$ cat src/rtl/dp_pkg.sv
// Shared definitions for the dual-port buffer datapath and its control sequencer.
package dp_pkg;

  // Defaults shared with the dp instance so both ends agree on geometry.
  localparam int unsigned DpDw    = 8;
  localparam int unsigned DpDepth = 8;

  // Sequencer states.
  typedef enum logic [2:0] {
    StIdle  = 3'd0,
    StClr   = 3'd1,
    StFill  = 3'd2,
    StDrain = 3'd3,
    StDone  = 3'd4
  } dp_state_e;

  // A count that must reach DEPTH itself needs one bit more than an address.
  function automatic int unsigned dp_cnt_width(input int unsigned depth);
    return $clog2(depth) + 1;
  endfunction

endpackage

$ cat src/rtl/dp_seq_ctrl_if.sv
// Stream and dp-port bundle between the sequencer and its environment.
// master: the sequencer side; slave: the stream fabric plus the dp instance.
interface dp_seq_ctrl_if #(
  parameter int unsigned DW = 8
) ();

  // Upstream stream
  logic          in_valid;
  logic [DW-1:0] in_data;
  logic          in_ready;

  // Downstream stream
  logic          out_valid;
  logic [DW-1:0] out_data;
  logic          out_ready;

  // Batch completion
  logic          done;

  // dp port controls
  logic          dp_rst;
  logic          dp_wea;
  logic          dp_inca;
  logic [DW-1:0] dp_dina;
  logic          dp_web;
  logic          dp_incb;
  logic [DW-1:0] dp_outb;

  modport master (
    input  in_valid,
    input  in_data,
    output in_ready,
    output out_valid,
    output out_data,
    input  out_ready,
    output done,
    output dp_rst,
    output dp_wea,
    output dp_inca,
    output dp_dina,
    output dp_web,
    output dp_incb,
    input  dp_outb
  );

  modport slave (
    output in_valid,
    output in_data,
    input  in_ready,
    input  out_valid,
    input  out_data,
    output out_ready,
    input  done,
    input  dp_rst,
    input  dp_wea,
    input  dp_inca,
    input  dp_dina,
    input  dp_web,
    input  dp_incb,
    output dp_outb
  );

endinterface

$ cat src/rtl/dp_seq_ctrl.sv
// Batch sequencer for the dual-port buffer: fills DEPTH words through port A from
// an upstream stream, then drains them in order through port B to a downstream
// stream. All dp strobes are decoded from the registered state and the live
// handshakes, so a stalled consumer leaves the B address (and out_data) frozen.
module dp_seq_ctrl
  import dp_pkg::*;
#(
  parameter int unsigned DW    = DpDw,
  parameter int unsigned DEPTH = DpDepth,
  parameter int unsigned CW    = dp_cnt_width(DpDepth)
) (
  input  logic              clk,
  input  logic              rst_n,
  input  logic              start,
  input  logic              abort,
  dp_seq_ctrl_if.master     bus
);

  localparam logic [CW-1:0] CntZero = '0;
  localparam logic [CW-1:0] CntOne  = CW'(1);
  localparam logic [CW-1:0] CntLast = CW'(DEPTH - 1);
  localparam logic [CW-1:0] CntFull = CW'(DEPTH);

  dp_state_e     state_q, state_d;
  logic [CW-1:0] count_q, count_d;

  // Word-wide views of the data paths; the dp side is a pure pass-through.
  logic [DW-1:0] in_word;
  logic [DW-1:0] rd_word;

  assign in_word      = bus.in_data;
  assign rd_word      = bus.dp_outb;
  assign bus.dp_dina  = in_word;
  assign bus.out_data = rd_word;
  assign bus.dp_web   = 1'b0;

  // State and batch count registers.
  always_ff @(posedge clk or negedge rst_n) begin
    if (!rst_n) begin
      state_q <= StIdle;
      count_q <= CntZero;
    end else begin
      state_q <= state_d;
      count_q <= count_d;
    end
  end

  // Next state: abort overrides everything, including a start in IDLE.
  always_comb begin
    state_d = state_q;
    count_d = count_q;
    if (abort) begin
      state_d = StIdle;
      count_d = CntZero;
    end else begin
      case (state_q)
        StIdle: begin
          if (start) begin
            state_d = StClr;
          end
        end
        StClr: begin
          count_d = CntZero;
          state_d = StFill;
        end
        StFill: begin
          // in_ready is unconditionally high here, so in_valid alone is the handshake.
          if (bus.in_valid) begin
            if (count_q == CntLast) begin
              count_d = CntFull;
              state_d = StDrain;
            end else begin
              count_d = count_q + CntOne;
            end
          end
        end
        StDrain: begin
          // out_valid is unconditionally high here, so out_ready alone is the handshake.
          if (bus.out_ready) begin
            count_d = count_q - CntOne;
            if (count_q == CntOne) begin
              state_d = StDone;
            end
          end
        end
        StDone: begin
          state_d = StIdle;
        end
        default: begin
          state_d = StIdle;
          count_d = CntZero;
        end
      endcase
    end
  end

  // Outputs: strobes decoded from state and handshakes, all forced low under abort.
  always_comb begin
    bus.in_ready  = 1'b0;
    bus.out_valid = 1'b0;
    bus.done      = 1'b0;
    bus.dp_rst    = 1'b0;
    bus.dp_wea    = 1'b0;
    bus.dp_inca   = 1'b0;
    bus.dp_incb   = 1'b0;
    if (!abort) begin
      case (state_q)
        StClr: begin
          bus.dp_rst = 1'b1;
        end
        StFill: begin
          bus.in_ready = 1'b1;
          bus.dp_wea   = bus.in_valid;
          bus.dp_inca  = bus.in_valid;
        end
        StDrain: begin
          bus.out_valid = 1'b1;
          bus.dp_incb   = bus.out_ready;
        end
        StDone: begin
          bus.done = 1'b1;
        end
        default: begin
        end
      endcase
    end
  end

  // Invariants that keep the dp address counters within one batch.
  a_count_bound: assert property (@(posedge clk) disable iff (!rst_n) count_q <= CntFull);
  a_fill_bound: assert property (@(posedge clk) disable iff (!rst_n)
    (state_q == StFill) |-> (count_q < CntFull));
  a_drain_nonzero: assert property (@(posedge clk) disable iff (!rst_n)
    (state_q == StDrain) |-> (count_q != CntZero));

endmodule

$ cat src/flat_wrapper.sv
// flat-port wrapper written by rule: the top's interface ports become plain ports
module dp_seq_ctrl_flat import dp_pkg::*;
#(
  parameter int unsigned DW    = DpDw,
  parameter int unsigned DEPTH = DpDepth,
  parameter int unsigned CW    = dp_cnt_width(DpDepth)
)
  (clk, rst_n, start, abort, bus_in_valid, bus_in_data, bus_in_ready, bus_out_valid, bus_out_data, bus_out_ready, bus_done, bus_dp_rst, bus_dp_wea, bus_dp_inca, bus_dp_dina, bus_dp_web, bus_dp_incb, bus_dp_outb);
  dp_seq_ctrl_if #(.DW(DW)) bus_i ();
  input  logic clk;
  input  logic rst_n;
  input  logic start;
  input  logic abort;
  input wire logic [$bits(bus_i.in_valid)-1:0] bus_in_valid;
  input wire logic [$bits(bus_i.in_data)-1:0] bus_in_data;
  output wire logic [$bits(bus_i.in_ready)-1:0] bus_in_ready;
  output wire logic [$bits(bus_i.out_valid)-1:0] bus_out_valid;
  output wire logic [$bits(bus_i.out_data)-1:0] bus_out_data;
  input wire logic [$bits(bus_i.out_ready)-1:0] bus_out_ready;
  output wire logic [$bits(bus_i.done)-1:0] bus_done;
  output wire logic [$bits(bus_i.dp_rst)-1:0] bus_dp_rst;
  output wire logic [$bits(bus_i.dp_wea)-1:0] bus_dp_wea;
  output wire logic [$bits(bus_i.dp_inca)-1:0] bus_dp_inca;
  output wire logic [$bits(bus_i.dp_dina)-1:0] bus_dp_dina;
  output wire logic [$bits(bus_i.dp_web)-1:0] bus_dp_web;
  output wire logic [$bits(bus_i.dp_incb)-1:0] bus_dp_incb;
  input wire logic [$bits(bus_i.dp_outb)-1:0] bus_dp_outb;
  assign bus_i.in_valid = bus_in_valid;
  assign bus_i.in_data = bus_in_data;
  assign bus_in_ready = bus_i.in_ready;
  assign bus_out_valid = bus_i.out_valid;
  assign bus_out_data = bus_i.out_data;
  assign bus_i.out_ready = bus_out_ready;
  assign bus_done = bus_i.done;
  assign bus_dp_rst = bus_i.dp_rst;
  assign bus_dp_wea = bus_i.dp_wea;
  assign bus_dp_inca = bus_i.dp_inca;
  assign bus_dp_dina = bus_i.dp_dina;
  assign bus_dp_web = bus_i.dp_web;
  assign bus_dp_incb = bus_i.dp_incb;
  assign bus_i.dp_outb = bus_dp_outb;
  dp_seq_ctrl #(.DW(DW), .DEPTH(DEPTH), .CW(CW)) u_core (.clk(clk), .rst_n(rst_n), .start(start), .abort(abort), .bus(bus_i));
endmodule
$ cat config.mk
export PLATFORM = sky130hd
export DESIGN_NAME = dp_seq_ctrl_flat
export DESIGN_NICKNAME = d
export VERILOG_FILES = /design/src/rtl/dp_pkg.sv /design/src/rtl/dp_seq_ctrl_if.sv /design/src/rtl/dp_seq_ctrl.sv /design/src/flat_wrapper.sv
export SDC_FILE = /design/constraint.sdc
export NUM_CORES = 1
export LEC_CHECK = 0
export CORE_UTILIZATION = 35
export CTS_CLUSTER_SIZE = 28
export DETAILED_ROUTE_END_ITERATION = 16
export GPL_TIMING_DRIVEN = 0
export PLACE_DENSITY = 0.81
export SYNTH_ARGS = -nofsm -noshare
export SYNTH_HDL_FRONTEND = slang
export SYNTH_SLANG_ARGS = --single-unit
$ cat constraint.sdc
create_clock -name clk -period 1.9 [get_ports clk]
set_clock_uncertainty 0.05 [all_clocks]
set_input_delay 0.285 -clock clk [delete_from_list [all_inputs] [get_ports clk]]
set_output_delay 0.285 -clock clk [all_outputs]
set_load 0.05 [all_outputs]
======== After elaboration in Yosys (flattened, before gate mapping) ========
Cells that the tools add are included.
word-level totals
  logic and storage cells ................. 44
  memories ................................ 0
  bits in read-only memories .............. 0
  bits in registers ....................... 7
  latch bits .............................. 0
  output and inout port bits .............. 24
  input bits .............................. 22
  bits in writable memories ............... 0
operators by class
  bitwise operators ....................... 0
  reductions and logical operators ........ 4
  divide/modulo/power cells ............... 0
  multiplexer cells ....................... 24
  add/subtract/negate cells ............... 2
  magnitude comparators ................... 0
  shift-type cells ........................ 0
  multipliers ............................. 0
  equal/unequal tests ..................... 12
operators with widths
  operator                                               number
  2-to-1 mux 3 bit                                       6
  2-to-1 mux 4 bit                                       4
  2-to-1 mux 1 bit                                       12
  one-hot mux 3 bit (4 select lines)                     1
  one-hot mux 4 bit (3 select lines)                     1
  inequality test 3 bit, second input constant           3
  == test 3 x 2 -> 1 bit, second input constant          2
  inequality test 3 x 2 -> 1 bit, second input constant  2
  AND reduction 5 bit                                    1
  adder 4 x 1 -> 4 bit, second input constant            1
  == test 4 x 1 -> 1 bit, second input constant          1
  == test 4 x 3 -> 1 bit, second input constant          1
  subtractor 4 x 1 -> 4 bit, second input constant       1
  == test 3 x 1 -> 1 bit, second input constant          1
  == test 3 bit, second input constant                   1
  zero test 3 bit                                        1
  AND reduction 3 bit                                    1
  inequality test 2 x 1 -> 1 bit, second input constant  1
  OR reduction 2 bit                                     1

======== Depth between registers and ports, before layout ========
Gate-level depths: netlist of run 1.
  depth after elaboration ................. 5
  mapped depth ............................ 6

======== Worst setup path after synthesis of run 1 ========
Ideal clock, no wire load.
  path kind ............................... reg2out
  start ................................... register u_core.state_q[0]
  end ..................................... output port bus_done
  buffers on the path ..................... 2
  required time ........................... 1.565 ns
  arrival ................................. 2.329 ns
  stages on the path, launching flop included .. 4
  path slack .............................. -0.764 ns
  cells stage by stage .................... dfrtp_1 buf_6 buf_2 nor4b_1
on the way
  longest elaborated chain between the ends .. 3
ends and longest elaborated chain
  element                 line                text
  from (decl)             dp_seq_ctrl.sv:24   dp_state_e state_q, state_d;
  from (signal assigned)  dp_seq_ctrl.sv:40   state_q <= StIdle;
  from (signal assigned)  dp_seq_ctrl.sv:43   state_q <= state_d;
  == test 3 bit           dp_seq_ctrl.sv:107  case (state_q)
  2-to-1 mux 1 bit        dp_seq_ctrl.sv:107
  2-to-1 mux 1 bit        dp_seq_ctrl.sv:106  if (!abort) begin
  to (decl)               flat_wrapper.sv:20  output wire logic [$bits(bus_i.done)-1:0] bus_done;
Every way passes these cells.

======== Worst setup path after layout of run 1 ========
  start ................................... register u_core.state_q[0]
  end ..................................... output port bus_dp_wea
on the way
  longest elaborated chain between the ends .. 3
ends and longest elaborated chain
  element                 line                text
  == test 3 x 2 -> 1 bit  dp_seq_ctrl.sv:107
  2-to-1 mux 1 bit        dp_seq_ctrl.sv:107
  2-to-1 mux 1 bit        dp_seq_ctrl.sv:106
  to (decl)               flat_wrapper.sv:22  output wire logic [$bits(bus_i.dp_wea)-1:0] bus_dp_wea;
Every way passes these cells.

==> results of run 1 <==
==> sequential cells by signal, summed over array words and instances (netlist names) <==
| register | count |
|---|---|
| u_core.count_q | 4 |
| u_core.state_q | 3 |
==> power by group through the flow <==
stage | sequential [mW] | combinational, mW | clock [mW]
after floorplan | 0.163 | 0.172 | 0
after global routing | 0.162 | 0.250 | 0.156
after detailed placement | 0.164 | 0.238 | 0
final | 0.162 | 0.236 | 0.137
after global placement | 0.164 | 0.234 | 0
after CTS | 0.161 | 0.237 | 0.143
==> area by class of cell <==
cell class	instances	area, µm²	share of cell area
Inverter	4	15.0	0.0142
Sequential cell	7	176	0.167
Tap cell	25	31.3	0.0296
Buffer	22	166	0.157
Multi-Input combinational cell	50	380	0.360
Clock buffer	4	26.3	0.0249
Timing Repair Buffer	28	262	0.247
==> worst max-delay path, cell delays in order, from the launching register on <==
cell and delay, ps:
dfrtp_1 360, buf_6 140, buf_2 200, nor2_4 140, and2_4 140, buf_4 90, buf_4 180
==> worst paths after layout <==
path,from,endpoint,slack [ps],cells after the start
max,u_core.state_q[0],bus_dp_wea,70,6
min,rst_n,u_core.count_q[1],230,1
max reg2reg,u_core.count_q[1],u_core.count_q[3],300,5
min reg2reg,u_core.count_q[0],u_core.count_q[0],560,1
max in group asynchronous,rst_n,u_core.state_q[2],1300,1
min in group clk,u_core.count_q[0],u_core.count_q[0],560,1
==> cells in the final DEF, fill, tap and decap left out, drive strengths merged, types with 2 or more instances in the layout <==
cell type,n
nand2,7
nand3,3
and2,4
dfrtp,7
nor4b,2
nor2,4
buf,26
o21ai,2
inv,4
clkdlybuf4s50,20
nor4,2
clkdlybuf4s15,2
o32ai,2
a31oi,2
nor3,3
clkbuf,5
ha,3
==> logic make-up (layout without fill, tap and decap cells) <==
family          after synthesis  in the layout  share of synthesized area
fa+ha+maj                     3              3                     0.0533
other cells                   1              1                    0.00532
mux                           1              1                     0.0142
xor+xnor                      1              1                     0.0124
simple gates                 29             29                      0.234
compound gates               15             15                      0.174
buf+inv                      26             58                      0.258
flops                         7              7                      0.249
==> what timing repair did <==
action,in CTS,in global routing
gates cloned,0,0
pin swaps,0,0
resized for setup,37,4
endpoints found under the setup margin,7,4
==> metal layers <==
| metal | up-vias | track usage | share of wire |
|---|---|---|---|
| met5 | - | 0 | 0 |
| met4 | 0 | 0.0514 | 0.0054 |
| met3 | 3 | 0.0462 | 0.13 |
| met2 | 59 | 0.283 | 0.49 |
| met1 | 314 | 0.193 | 0.38 |
| li1 | 338 | - | - |
==> through the flow <==
step	worst slack [ps]	util	hold slack, ps	power, mW	std cells
CTS	36.3	0.582	242	0.540	140
global route	-5.49	0.587	248	0.569	140
finish	72.7	0.587	232	0.535	140
floorplan	-85.8	-	-60.6	0.334	83
global placement	-770	0.576	497	0.398	136
detailed placement	-781	0.576	519	0.402	136
==> impl_metrics.ini, run 1 <==
[status]
status = complete, no violations

[grt]
grt_max_degree = 11
grt_pass1_vias = 600
antenna_found_initial = 0
globalRouteOverflowTotal = 0
grtUsageTotal = 0.163
grt_pass1_wl_mm = 2.54

[floorplanning]
die_x_um = 46.9
die-area_um2 = 2200
initial_core_util = 0.391
io_pins = 46
fp-row-count = 15
die_y_um = 46.9
core_um2 = 1800

[pwr]
power.density_nw_per_um2 = 506
p_comb_frac = 0.442
power_frac_seq = 0.302
p_int_uw = 332
clockPowerShare = 0.256
leakage_nw = 0.471
p_sw_uw = 203
vdd_ir_drop_max_v = 0.000453
swShare = 0.379

[logic_synthesis]
ys_seq_area_frac = 0.249
synth_top_area_share = 0.249
synth_seq_cells = 7
async_flop_share = 1.00
synth_most_common_cell = buf_4
synth_fp_nets = 108
synth.top_cells.by_count = buf_4 (18), dfrtp_1 (7), nand2_1 (7)
synthCells = 83
netlist_top_cells_area = dfrtp_1 (25%), buf_4 (19%), ha_1 (5.3%)
synth.distinct_cells = 35
synth-edff-count = 0
yosysTopAreaCell = dfrtp_1
syn_avg_cell_area_um2 = 8.49
yosys_warnings = 0
ys.flop_type = dfrtp_1
synth_area_um2 = 704

[place]
io_buffers = 28
dpl_cell_area_um2 = 1040
place_hpwl_mm = 1.34
place.gp.congestion = 0.839

[finish]
final_area_um2 = 1060
diodes = 0
fillerInstances = 177
finalNetCount = 141
drive_gt1_frac = 0.365
area_growth_syn_to_layout_pct = 50.1

[sta]
final_max_slew_viol_count = 0
period_needed_ps = 1830
tightest_slew_ps = 506
max_freq_mhz = 547
relSlewSlack = 0.661
setup_violations = 0
fin_tns_setup_ps = 0
fin_crit_sh = 0.962
finalHoldViolations = 0

[worst_setup_path]
crit_required_ps = 1560
crit_path_end_kind = output port
arrival_ps = 1490
startpoint_type = flop
criticalPathCategory = flop to output port
crit_fanout = 10

[routing]
drtIter0Drc = 25
drt_wl_total_mm = 1.67
routedWlPerCell_um = 11.9
via_per_inst = 5.10
dr_total_vias = 714
drc_errors = 0
drtAntennaViolNets = 0
firstDrtPassIters = 4

[clocking]
cts_made_buffers = 3
clk_pin_slew_ps = 60
h-tree-depth = 1
cts_setup_buffers = 0
clkLatencyLatePin_ps = 260
clock-root-buffer = clkbuf_4
clockBufferDepth = 2
cts_tree = yes
cts.sinks = 7
cts-hold-fix-buffers = 0

[flow_run]
max-cap-violations = 0

[min_path]
min_path_type = primary input to asynchronous set/reset pin
No activity file was read; power rests on OpenSTA's default activity.
==> run 2, diff against run 1 <==
--- a/config.mk
+++ b/config.mk
@@ -13,3 +13,4 @@
 export SYNTH_ARGS = -nofsm -noshare
 export SYNTH_HDL_FRONTEND = slang
 export SYNTH_SLANG_ARGS = --single-unit
+export TNS_END_PERCENT = 1
==> constraint.sdc (replaced) <==
create_clock -name clk -period 1.9 [get_ports clk]
set_clock_uncertainty 0.05 [all_clocks]
set_input_delay 0.285 -clock clk [delete_from_list [all_inputs] [get_ports clk]]
set_output_delay 0.285 -clock clk [all_outputs]
set_load 0.1 [all_outputs]
==> run 2 against run 1 <==
First-iteration DRC count shrank 4.0%. Non-clock buffer count is the same. Sequential power is essentially flat. Total power grew 19%. Combinational power grew 43%. Utilization grew 4.2 points. Count of clock-buffer cells in the layout is the same. Final cell count is the same. Design area grew 7.2%. Routed wire length grew 4.1%. Die area is the same. Fmax shrank 0.88%. Critical endpoint is now bus_dp_incb. Largest cell class unchanged. Highest routed layer is now met3.
==> impl_metrics.ini, run 2 (same netlist as run 1, synthesis figures left out) <==
[clocking]
h-tree-depth = 1
cts_tree = yes
cts_made_buffers = 3
clock-root-buffer = clkbuf_4
clkLatencyLatePin_ps = 260
clk_pin_slew_ps = 60
cts.sinks = 7
clockBufferDepth = 2

[worst_setup_path]
crit_required_ps = 1560
crit_fanout = 6
criticalPathCategory = primary input to output port
startpoint_type = primary input
arrival_ps = 1510
crit_path_end_kind = output port

[min_path]
min_path_type = primary input to asynchronous set/reset pin

[sta]
layout_setup_ws_ps = 56.4
final_max_slew_viol_count = 0
fin_tns_setup_ps = 0
setup_violations = 0
fin_crit_sh = 0.970
rsz0062_at_grt = true
max_freq_mhz = 542
relSlewSlack = 0.352
finalHoldViolations = 0
tightest_slew_ps = 968
period_needed_ps = 1840

[finish]
fillerInstances = 155
drive_gt1_frac = 0.383
largest_register_ffs = 4
postLayoutCoreUtil = 0.629
regMostFlops = u_core.count_q
mostFrequentLayoutCell = clkdlybuf4s50_1
final_cell_mix = clkdlybuf4s50_1 (20), buf_4 (19), buf_6 (6), nand2_1 (6), dfrtp_1 (6)
finalNetCount = 141
area_growth_syn_to_layout_pct = 60.9
diodes = 0
top_regs = u_core.count_q: 4 flops, u_core.state_q: 3 flops

[floorplanning]
core_um2 = 1800
die_x_um = 46.9
die_y_um = 46.9
fp-row-count = 15
die-area_um2 = 2200
initial_core_util = 0.391
io_pins = 46

[pwr]
vdd_ir_drop_max_v = 0.000466
power.density_nw_per_um2 = 563
leakage_nw = 0.474

[routing]
drtAntennaViolNets = 0
dr_total_vias = 711
drtIter0Drc = 24
firstDrtPassIters = 5
via_per_inst = 5.08
drt_wl_total_mm = 1.74
routedWlPerCell_um = 12.4
drc_errors = 0

[grt]
grt_pass1_vias = 756
grt_max_degree = 11
grt_pass1_wl_mm = 2.88
antenna_found_initial = 0
grtUsageTotal = 0.189
globalRouteOverflowTotal = 0

[place]
place_ws_ps = -1150
place.gp.congestion = 0.831
place_hpwl_mm = 1.42
io_buffers = 28

[flow_run]
max-cap-violations = 0

[status]
status = complete, no violations
## run 2: cell count changes in the layout (fill, tap and decap cells not counted), sizes merged
cell,before,now
clkdlybuf4s15,2,0
buf,26,27
clkbuf,5,6
clkinvlp,0,1
inv,4,3
## run 2: worst paths after layout
| check | startpoint | to | slack (ps) | cells past startpoint |
|---|---|---|---|---|
| setup / recovery | abort | bus_dp_incb | 60 | 5 |
| hold / removal | rst_n | u_core.state_q[0] | 240 | 1 |
| setup reg to reg | u_core.state_q[1] | u_core.count_q[2] | 360 | 5 |
| hold reg to reg | u_core.count_q[2] | u_core.state_q[2] | 520 | 1 |
| max in group asynchronous | rst_n | u_core.state_q[2] | 1310 | 1 |
| min in group clk | u_core.count_q[2] | u_core.state_q[2] | 520 | 1 |
## run 2: layout make-up
type | count | area [µm²] | share of cell area
Multi-Input combinational cell | 50 | 410 | 0.362
Timing Repair Buffer | 28 | 285 | 0.252
Buffer | 22 | 185 | 0.163
Sequential cell | 7 | 176 | 0.156
Tap cell | 25 | 31.3 | 0.0276
Clock buffer | 4 | 26.3 | 0.0232
Inverter | 4 | 18.8 | 0.0166
## run 2: routing by layer
layer	wire, µm	vias to the layer above	share of wire	global-route usage
li1	-	338	-	-
met1	690	332	0.40	0.196
met2	922	41	0.53	0.358
met3	125	0	0.072	0.0692
met4	0	0	0	0.0457
met5	0	-	0	0
## run 2: what timing repair did
action                                  4_1_cts  5_1_grt
gates resized for setup                      44        5
buffers inserted                              0        0
gates cloned                                  0        0
hold endpoints to repair                      0        0
pin swaps                                     0        1
hold buffers                                  0        0
endpoints found under the setup margin        8        4
## run 2: critical path: stages
cell	delay [ps]
dlygate4sd2_1	480
nand4bb_4	270
clkinvlp_4	90
and2_2	190
buf_6	180
## run 2: stage by stage
stage | hold slack, ps | cell area [µm²] | std cells | total power [mW]
after floorplan | -60.6 | 776 | 83 | 0.429
after global placement | 496 | 1090 | 136 | 0.494
after detailed placement | 515 | 1090 | 136 | 0.499
after CTS | 243 | 1110 | 140 | 0.638
after global routing | 252 | 1130 | 140 | 0.669
final | 236 | 1130 | 140 | 0.639
## run 2: power breakdown
group	total (mW)	internal (mW)	leakage (nW)	switching (mW)
Sequential	0.162	0.155	0.0943	0.00722
Combinational	0.337	0.105	0.365	0.232
Clock	0.140	0.0804	0.0150	0.0592
Total	0.639	0.341	0.474	0.298
